File: config.mk
export PLATFORM = sky130hd
export DESIGN_NAME = uranus_mem_arbiter
export DESIGN_NICKNAME = d
export VERILOG_FILES = /design/src/rtl/uranus_mem_arbiter.sv
export SDC_FILE = /design/constraint.sdc
export NUM_CORES = 1
export LEC_CHECK = 0
export ABC_CLOCK_PERIOD_IN_PS = 3650
export BUFFER_PORTS_ARGS = -buffer_cell sky130_fd_sc_hd__buf_2
export CAP_MARGIN = 40
export CORE_AREA = 2 2 107 109
export CTS_CLUSTER_DIAMETER = 50
export CTS_CLUSTER_SIZE = 12
export DETAILED_ROUTE_END_ITERATION = 10
export DIE_AREA = 0 0 109 111
export GPL_ROUTABILITY_DRIVEN = 0
export GPL_TIMING_DRIVEN = 1
export PLACE_DENSITY_LB_ADDON = 0.12
export SYNTH_ARGS = -nofsm -noshare
export SYNTH_HDL_FRONTEND = slang
export SYNTH_SLANG_ARGS = --single-unit
File: constraint.sdc
create_clock -name clk -period 3.65 [get_ports clk]
set_input_delay 0.365 -clock clk [delete_from_list [all_inputs] [get_ports clk]]
set_output_delay 0.365 -clock clk [all_outputs]
set_load 0.1 [all_outputs]
File: src/rtl/uranus_mem_arbiter.sv
// Uranus fetch/data arbiter for one single-port synchronous RAM: data-side priority with a fetch
// starvation guard, and a tag pipeline matched to the RAM latency that routes each read word home.
`timescale 1ns/1ps
module uranus_mem_arbiter #(
  parameter int ADDR_W       = 32,
  parameter int DATA_W       = 32,
  parameter int MEM_LATENCY  = 1,
  parameter int STARVE_LIMIT = 4
) (
  input  logic                clk,
  input  logic                rst,
  input  logic                inst_req,
  input  logic [ADDR_W-1:0]   inst_addr,
  output logic                inst_gnt,
  output logic                inst_rvalid,
  output logic [DATA_W-1:0]   inst_rdata,
  input  logic                data_req,
  input  logic [DATA_W/8-1:0] data_we,
  input  logic [ADDR_W-1:0]   data_addr,
  input  logic [DATA_W-1:0]   data_wdata,
  output logic                data_gnt,
  output logic                data_rvalid,
  output logic [DATA_W-1:0]   data_rdata,
  output logic                mem_en,
  output logic [DATA_W/8-1:0] mem_we,
  output logic [ADDR_W-1:0]   mem_addr,
  output logic [DATA_W-1:0]   mem_wdata,
  input  logic [DATA_W-1:0]   mem_rdata
);
  localparam logic [3:0] STARVE_MAX = 4'(STARVE_LIMIT);

  logic [3:0]             starve_cnt;
  logic                   starved;
  logic                   data_win;
  logic                   inst_win;
  logic                   rd_grant;
  logic [MEM_LATENCY-1:0] vld_p;
  logic [MEM_LATENCY-1:0] own_p;
  logic [MEM_LATENCY-1:0] vld_nxt;
  logic [MEM_LATENCY-1:0] own_nxt;
  logic [DATA_W-1:0]      inst_hold;
  logic [DATA_W-1:0]      data_hold;

  function automatic logic [3:0] sat_inc(input logic [3:0] v);
    return (v == STARVE_MAX) ? v : v + 4'd1;
  endfunction

  // Grant decision: combinational, gated off entirely while reset is held.
  assign starved  = (starve_cnt == STARVE_MAX) && inst_req;
  assign data_win = !rst && data_req && !starved;
  assign inst_win = !rst && inst_req && !data_win;
  assign rd_grant = inst_win || (data_win && (data_we == '0));
  assign inst_gnt = inst_win;
  assign data_gnt = data_win;

  always_comb begin
    mem_en    = 1'b0;
    mem_we    = '0;
    mem_addr  = '0;
    mem_wdata = '0;
    if (data_win) begin
      mem_en    = 1'b1;
      mem_we    = data_we;
      mem_addr  = data_addr;
      mem_wdata = data_wdata;
    end else if (inst_win) begin
      mem_en    = 1'b1;
      mem_addr  = inst_addr;
    end
  end

  // Counts data grants that overtook a waiting fetch; any gap in inst_req forgives the debt.
  always_ff @(posedge clk or posedge rst) begin
    if (rst) begin
      starve_cnt <= '0;
    end else if (!inst_req || inst_win) begin
      starve_cnt <= '0;
    end else if (data_win) begin
      starve_cnt <= sat_inc(starve_cnt);
    end
  end

  // Stage p0 takes the tag of this cycle's grant; the last stage lines up with mem_rdata.
  generate
    if (MEM_LATENCY == 1) begin : g_lat1
      assign vld_nxt = rd_grant;
      assign own_nxt = data_win;
    end else begin : g_latn
      assign vld_nxt = {vld_p[MEM_LATENCY-2:0], rd_grant};
      assign own_nxt = {own_p[MEM_LATENCY-2:0], data_win};
    end
  endgenerate

  always_ff @(posedge clk or posedge rst) begin
    if (rst) begin
      vld_p <= '0;
      own_p <= '0;
    end else begin
      vld_p <= vld_nxt;
      own_p <= own_nxt;
    end
  end

  assign inst_rvalid = vld_p[MEM_LATENCY-1] && !own_p[MEM_LATENCY-1];
  assign data_rvalid = vld_p[MEM_LATENCY-1] &&  own_p[MEM_LATENCY-1];

  // Hold registers keep the last word per owner once the response cycle has passed.
  always_ff @(posedge clk or posedge rst) begin
    if (rst) begin
      inst_hold <= '0;
      data_hold <= '0;
    end else begin
      if (inst_rvalid) inst_hold <= mem_rdata;
      if (data_rvalid) data_hold <= mem_rdata;
    end
  end

  assign inst_rdata = inst_rvalid ? mem_rdata : inst_hold;
  assign data_rdata = data_rvalid ? mem_rdata : data_hold;

endmodule

==> tab_implementation.tex, run 1 <==
\begin{tabular}{lr}
\hline
Metric & Value \\
\hline
\multicolumn{2}{l}{\textbf{Status}} \\
Status & finished, final reports clean \\
\multicolumn{2}{l}{\textbf{Yosys}} \\
Fraction of post-synthesis cell area in the top cell type by area & 0.5212 \\
Main area contributors after synthesis & sky130\_fd\_sc\_hd\_\_dfrtp\_1 52\%, sky130\_fd\_sc\_hd\_\_mux2\_2 21\%, sky130\_fd\_sc\_hd\_\_a22o\_1 7.8\% \\
Post-synthesis cell count & 251 \\
Synth top cells by count & 70 x sky130\_fd\_sc\_hd\_\_dfrtp\_1, 64 x sky130\_fd\_sc\_hd\_\_mux2\_2, 36 x sky130\_fd\_sc\_hd\_\_and2\_1 \\
Number of library cell types mapped by synthesis & 31 \\
Library cell occupying the most area in the post-synthesis netlist & sky130\_fd\_sc\_hd\_\_dfrtp\_1 \\
Post-synth net total & 389 \\
Dominant register cell in the synthesized netlist & sky130\_fd\_sc\_hd\_\_dfrtp\_1 \\
Number of warnings reported in the yosys synthesis log & 0 \\
Post-synth EDFFs & 0 \\
Proportion of synthesized flip-flops having asynchronous set or reset & 1.000 \\
Mean instance size in the synthesized netlist & 13.39 sq um \\
Synth Cell Area & 3361 sq um \\
Fraction of the yosys area taken by sequential cells & 0.5212 \\
Flops \& latches, synth & 70 \\
Most common cell in the netlist & sky130\_fd\_sc\_hd\_\_dfrtp\_1 \\
\multicolumn{2}{l}{\textbf{Timing}} \\
Crit share post-route & 0.8223 \\
Max Clock Skew & 5.468 ps \\
Setup repair after global routing missed its margin & no \\
Remaining max-slew budget at the tightest pin & 0.4902 \\
FMAX & 0.3332 GHz \\
Number of slew-limit violations in the final report & 0 \\
Final setup violating endpoints & 0 \\
Setup TNS Final & 0 ps \\
Worst-Margin Slew & 762.8 ps \\
Final hold violation count & 0 \\
Final worst path period need & 3001 ps \\
\multicolumn{2}{l}{\textbf{Final layout}} \\
Net count reported at finish & 659 \\
Layout Area Growth over Synthesis & 51.01\% \\
Antenna diode count & 0 \\
Final cell count without fillers & 667 \\
Fraction of final layout cells with drive strength greater than 1 & 0.6870 \\
\multicolumn{2}{l}{\textbf{Floorplanning}} \\
Die Area & 12,100 sq um \\
DIE HEIGHT & 111 um \\
Core Region & 11,080 sq um \\
Initial Util & 0.3034 \\
Width of the die & 109 um \\
Number of core rows & 39 \\
\# IOs & 273 \\
\multicolumn{2}{l}{\textbf{Drt}} \\
Drt total wl & 11.56 mm \\
Iter 0 DRT Violations & 116 \\
Average wire length per cell after detail routing & 17.34 um \\
\# DRC & 0 \\
Per-cell via count in the routed design & 4.555 \\
First-pass iteration count of the detailed router & 4 \\
Total number of vias & 3,038 \\
ANT nets after route & 0 \\
\multicolumn{2}{l}{\textbf{Clock tree}} \\
Clock Latency Late Sink & 320 ps \\
Clock tree buffer depth & 2 \\
Sinks on the clock net & 70 \\
Clock transition at the registers of the reported paths & 50 ps \\
Count of H-tree levels built during CTS & 3 \\
CTS tree & done \\
Post-cts resize count & 0 \\
Cell chosen for the clock root & sky130\_fd\_sc\_hd\_\_clkbuf\_16 \\
CTS Buf Count & 9 \\
Total of hold buffers inserted after clock tree synthesis & 0 \\
Number of buffers inserted to repair setup after CTS & 0 \\
\multicolumn{2}{l}{\textbf{Worst setup path}} \\
Data required time at the worst endpoint & 3280 ps \\
Worst setup SP type & flip-flop \\
Buf+Inv Stages, Crit Path & 3 \\
Kind of critical path & flip-flop to primary output \\
Maximum fanout count along the critical path & 51 \\
Cell at the slowest stage of the critical path & sky130\_fd\_sc\_hd\_\_buf\_4 \\
Family with the most delay on the worst path & buffers and inverters \\
Data arrival at the endpoint of the critical path & 2640 ps \\
Maximum cell stage delay along the critical path & 440 ps \\
Critical Path Sink Type & primary output \\
Cell Chain, Critical Path & inv\_1, ha\_1, nand3b\_4, o21a\_2, buf\_4, a22o\_1, buf\_2 \\
\multicolumn{2}{l}{\textbf{Global routing}} \\
GR Util met2 & 0.3404 \\
Via count of the first global-routing pass & 3,132 \\
Met1 Usage GRT & 0.2016 \\
Pin count of the biggest net entering global routing & 52 \\
GRT Overall Usage & 0.1895 \\
Busiest layer in global routing & met2 \\
Remaining global-route overflow & 0 \\
Antenna violations before repair & 0 \\
Global-route wire length before repair & 17.04 mm \\
Grt met3 use & 0.06643 \\
\multicolumn{2}{l}{\textbf{Place}} \\
Number of port buffers & 272 \\
Placed instance count & 653 \\
Post-DP HPWL & 9.478 mm \\
\multicolumn{2}{l}{\textbf{Job}} \\
Max capacitance violation total & 0 \\
\multicolumn{2}{l}{\textbf{Pwr}} \\
PwrDens & 745.2 nW/um\^{}2 \\
Leakage power figure & 2.717 nW \\
Max IR drop VDD & 320.6 uV \\
\multicolumn{2}{l}{\textbf{Hold path}} \\
Kind of path behind the tightest hold check & input port to async pin \\
\hline
\end{tabular}
==> sequential cells by signal, indices dropped and copies added (netlist names) <==
signal      flops
data_hold      32
inst_hold      32
starve_cnt      4
own_p           1
vld_p           1
==> final cells by class <==
type	instances	area, sq um
fill	1054	6002
sequential	70	1752
multi-input combinational	157	1453
timing repair buffer	277	1411
clock buffer	13	250.2
tap	143	178.9
inverter	6	22.52
clock inverter	1	7.507
==> kinds of logic (layout without fill, tap and decap cells) <==
family / after synthesis / in the layout / share of synthesized area
compound gates: 41 / 41 / 0.1117
fa+ha+maj: 2 / 2 / 0.007445
buf+inv: 24 / 297 / 0.04914
flops: 70 / 70 / 0.5212
mux: 64 / 64 / 0.2144
simple gates: 50 / 50 / 0.09606
==> cell usage in the layout (no fill, tap or decap), types with 2 or more instances in the layout <==
cell	instances
sky130_fd_sc_hd__buf_2	272
sky130_fd_sc_hd__dfrtp_1	70
sky130_fd_sc_hd__mux2_2	64
sky130_fd_sc_hd__and2_1	36
sky130_fd_sc_hd__a22o_1	30
sky130_fd_sc_hd__clkbuf_16	9
sky130_fd_sc_hd__inv_1	5
sky130_fd_sc_hd__buf_4	4
sky130_fd_sc_hd__nand3_1	3
sky130_fd_sc_hd__clkbuf_1	3
sky130_fd_sc_hd__a22o_4	2
sky130_fd_sc_hd__nor2_1	2
sky130_fd_sc_hd__ha_1	2
==> report_power, final <==
part	internal [mW]	switching [mW]	leakage, nW
Combinational	0.337	1.72	1.77
Clock	0.470	0.289	0.122
Sequential	0.932	0.0364	0.830
Total	1.74	2.04	2.72
==> routing by layer <==
metal  part of all wire  vias to the layer above  wire length [um]
met3              0.094                       14              1087
met4              0.019                        0               221
li1                   -                     1437                 -
met5                  0                        -                 0
met1               0.35                     1430              4083
met2               0.53                      157              6171
==> worst paths after layout <==
kind,from,endpoint,slack (ps),cells after the start
max,starve_cnt[0]$_DFFE_PP0P_,mem_addr[19],650,7
min,rst,starve_cnt[0]$_DFFE_PP0P_,230,2
max reg2reg,starve_cnt[0]$_DFFE_PP0P_,vld_p$_DFF_PP0_,1730,6
min reg2reg,data_hold[11]$_DFF_PP0_,data_hold[11]$_DFF_PP0_,490,1
max in group asynchronous,rst,data_hold[30]$_DFF_PP0_,2440,3
min in group clk,mem_rdata[11],data_hold[11]$_DFF_PP0_,300,2
==> per-stage QoR <==
stage / instance area (sq um) / total power [mW] / setup WS (ps) / hold WS [ps] / util
detailed placement: 4817 / 3.051 / 966.3 / 480.0 / 0.4349
floorplan: 3361 / 2.742 / 1059 / 479.9 / -
global placement: 4817 / 3.033 / 1025 / 474.4 / 0.4349
CTS: 5075 / 3.827 / 613.8 / 255.5 / 0.4582
global route: 5075 / 3.921 / 477.9 / 292.7 / 0.4582
finish: 5075 / 3.782 / 648.7 / 234.6 / 0.4582
Power figures use the tool's default switching activity.
==> run 2: changes to the inputs <==
Settings changed: ABC_CLOCK_PERIOD_IN_PS 3650 to 2800, CORE_AREA 2 2 107 109 to 2 2 105 107, DIE_AREA 0 0 109 111 to 0 0 107 109.
Clock period 3.65 ns to 2.8 ns, I/O delays scaled along.
==> tab_implementation.tex, run 2 (synthesis results as in run 1) <==
\begin{tabular}{lr}
\hline
Metric & Value \\
\hline
\multicolumn{2}{l}{\textbf{Status}} \\
Status & finished, final reports clean \\
\multicolumn{2}{l}{\textbf{Worst setup path}} \\
Kind of critical path & flip-flop to primary output \\
Critical Path Sink Type & primary output \\
Buf+Inv Stages, Crit Path & 3 (unchanged) \\
Maximum fanout count along the critical path & 33 (-35\%) \\
End of the worst register-to-register path & vld\_p\$\_DFF\_PP0\_ \\
Maximum cell stage delay along the critical path & 410 ps (-30 ps) \\
Cell at the slowest stage of the critical path & sky130\_fd\_sc\_hd\_\_dfrtp\_1 \\
Worst setup SP type & flip-flop \\
Data arrival at the endpoint of the critical path & 2220 ps (-420 ps) \\
Cell Chain, Critical Path & inv\_1, ha\_1, nand3b\_4, a211oi\_4, buf\_4, a22o\_1, buf\_12 \\
Family with the most delay on the worst path & buffers and inverters \\
Source of the worst register-to-register timing path & starve\_cnt[0]\$\_DFFE\_PP0P\_ \\
Data required time at the worst endpoint & 2520 ps (-760 ps) \\
R2R setup slack & 1310 ps (-420 ps) \\
Number of cells on the worst reg-to-reg path & 6 (unchanged) \\
\multicolumn{2}{l}{\textbf{Drt}} \\
Iter 0 DRT Violations & 77 (-34\%) \\
First-pass iteration count of the detailed router & 4 (unchanged) \\
ANT nets after route & 0 (unchanged) \\
Total number of vias & 3,029 (-0.30\%) \\
Per-cell via count in the routed design & 4.548 (-0.15\%) \\
Average wire length per cell after detail routing & 16.32 um (-5.9\%) \\
\# DRC & 0 (unchanged) \\
Drt total wl & 10.87 mm (-6.0\%) \\
\multicolumn{2}{l}{\textbf{Floorplanning}} \\
Number of core rows & 38 (-2.6\%) \\
Die Area & 11,660 sq um (-3.6\%) \\
\# IOs & 273 (unchanged) \\
Width of the die & 107 um (-1.8\%) \\
DIE HEIGHT & 109 um (-1.8\%) \\
Initial Util & 0.3170 (+0.01357) \\
Core Region & 10,600 sq um (-4.3\%) \\
\multicolumn{2}{l}{\textbf{Clock tree}} \\
CTS Buf Count & 9 (unchanged) \\
Post-cts resize count & 0 (unchanged) \\
Clock Latency Late Sink & 330 ps (about the same) \\
Count of H-tree levels built during CTS & 3 (unchanged) \\
CTS tree & done \\
Clock transition at the registers of the reported paths & 70 ps (+20 ps) \\
Clock tree buffer depth & 2 (unchanged) \\
Total of hold buffers inserted after clock tree synthesis & 0 (unchanged) \\
Number of buffers inserted to repair setup after CTS & 0 (unchanged) \\
Cell chosen for the clock root & sky130\_fd\_sc\_hd\_\_clkbuf\_8 \\
Sinks on the clock net & 70 (unchanged) \\
\multicolumn{2}{l}{\textbf{Timing}} \\
Setup repair after global routing missed its margin & no \\
Worst-Margin Slew & 658.8 ps (-104.1 ps) \\
Setup TNS Final & 0 ps (unchanged) \\
Max Clock Skew & 8.768 ps (+3.300 ps) \\
FMAX & 0.4000 GHz \\
Final hold violation count & 0 (unchanged) \\
Number of slew-limit violations in the final report & 0 (unchanged) \\
Remaining max-slew budget at the tightest pin & 0.5602 (+0.06996) \\
Crit share post-route & 0.8928 \\
Final setup violating endpoints & 0 (unchanged) \\
Final worst path period need & 2500 ps \\
\multicolumn{2}{l}{\textbf{Final layout}} \\
Final design area excluding fillers & 6091 sq um (+20\%) \\
Fillcell total & 918 (-13\%) \\
Util after Layout & 0.5745 (+0.1163) \\
Leading cell type in the layout, fill and taps excluded & sky130\_fd\_sc\_hd\_\_buf\_2 \\
Net count reported at finish & 660 (+0.15\%) \\
Largest registers & data\_hold: 32 flops, inst\_hold: 32 flops, starve\_cnt: 4 flops \\
Fraction of final layout cells with drive strength greater than 1 & 0.6920 (+0.004992) \\
Layout Area Growth over Synthesis & 81.24\% \\
Leading cell types in the layout, fill and taps excluded & 200 x sky130\_fd\_sc\_hd\_\_buf\_2, 73 x sky130\_fd\_sc\_hd\_\_buf\_12, 70 x sky130\_fd\_sc\_hd\_\_dfrtp\_1 \\
Antenna diode count & 0 (unchanged) \\
\multicolumn{2}{l}{\textbf{Global routing}} \\
Pin count of the biggest net entering global routing & 42 (-19\%) \\
Via count of the first global-routing pass & 3,043 (-2.8\%) \\
GRT Overall Usage & 0.1853 (-0.004255) \\
Global-route wire length before repair & 16.42 mm (-3.6\%) \\
Antenna violations before repair & 0 (unchanged) \\
Remaining global-route overflow & 0 (unchanged) \\
\multicolumn{2}{l}{\textbf{Hold path}} \\
Kind of path behind the tightest hold check & input port to async pin \\
\multicolumn{2}{l}{\textbf{Job}} \\
Max capacitance violation total & 0 (unchanged) \\
\multicolumn{2}{l}{\textbf{Place}} \\
Post-DP HPWL & 8.943 mm (-5.6\%) \\
Placement-stage cell area & 5902 sq um (+23\%) \\
Number of port buffers & 272 (unchanged) \\
\multicolumn{2}{l}{\textbf{Pwr}} \\
Leakage power figure & 3.009 nW (+11\%) \\
Max IR drop VDD & 411.7 uV (+28\%) \\
PwrDens & 864.0 nW/um\^{}2 (+16\%) \\
Overall power consumption & 5.262 mW (+39\%) \\
\hline
\end{tabular}
==> run 2: cell types whose count changed in the layout (fill, tap and decap cells not counted), sizes merged <==
cell / delta
clkinv: +2
clkbuf: -2
buf: +1
bufinv: +1
==> run 2: through the flow <==
step	instances	setup slack, ps	hold slack, ps
floorplan	251	293.7	426.8
global placement	651	685.2	476.9
detailed placement	651	645.8	483.5
CTS	666	260.7	131.7
global route	666	175.2	175.8
finish	666	300.2	132.2
==> run 2: routing by layer <==
| metal | GRT usage | vias to the layer above | part of all wire |
|---|---|---|---|
| li1 | - | 1436 | - |
| met1 | 0.2149 | 1429 | 0.38 |
| met2 | 0.3280 | 146 | 0.52 |
| met3 | 0.05619 | 18 | 0.078 |
| met4 | 0.06030 | 0 | 0.023 |
| met5 | 0 | - | 0 |
==> run 2: worst register-to-register path, stage by stage (launching register included) <==
cell	delay, ps
sky130_fd_sc_hd__dfrtp_1	410
sky130_fd_sc_hd__inv_1	80
sky130_fd_sc_hd__ha_1	210
sky130_fd_sc_hd__nand3b_4	110
sky130_fd_sc_hd__o21a_2	210
sky130_fd_sc_hd__buf_4	210
sky130_fd_sc_hd__a21boi_0	180
==> run 2: worst max path at each step <==
stage                     cells after the start                 startpoint            end
after floorplan                               6  starve_cnt[0]$_DFFE_PP0P_   mem_addr[17]
after global placement                        7  starve_cnt[0]$_DFFE_PP0P_   mem_addr[19]
after detailed placement                      7  starve_cnt[0]$_DFFE_PP0P_   mem_addr[10]
after CTS                                     7  starve_cnt[0]$_DFFE_PP0P_   mem_addr[10]
after global routing                          7  starve_cnt[0]$_DFFE_PP0P_  mem_wdata[27]
final                                         7  starve_cnt[0]$_DFFE_PP0P_   mem_addr[23]
==> run 2: final cells by class <==
cell class              count  area (sq um)  area share
clock buffers              11         141.4     0.02321
clock inverters             4         47.55    0.007806
inverters                   6         22.52    0.003698
multi-input cells         157          1453      0.2385
flip-flops and latches     70          1752      0.2876
well taps                 140         175.2     0.02876
repair buffers            278          2500      0.4104
==> run 2: where the power goes <==
group,internal (mW),switching [mW],total (mW),leakage (nW)
combinational,0.900,2.33,3.23,2.08
clock,0.428,0.349,0.777,0.0952
sequential,1.21,0.0483,1.26,0.830
total,2.54,2.72,5.26,3.01
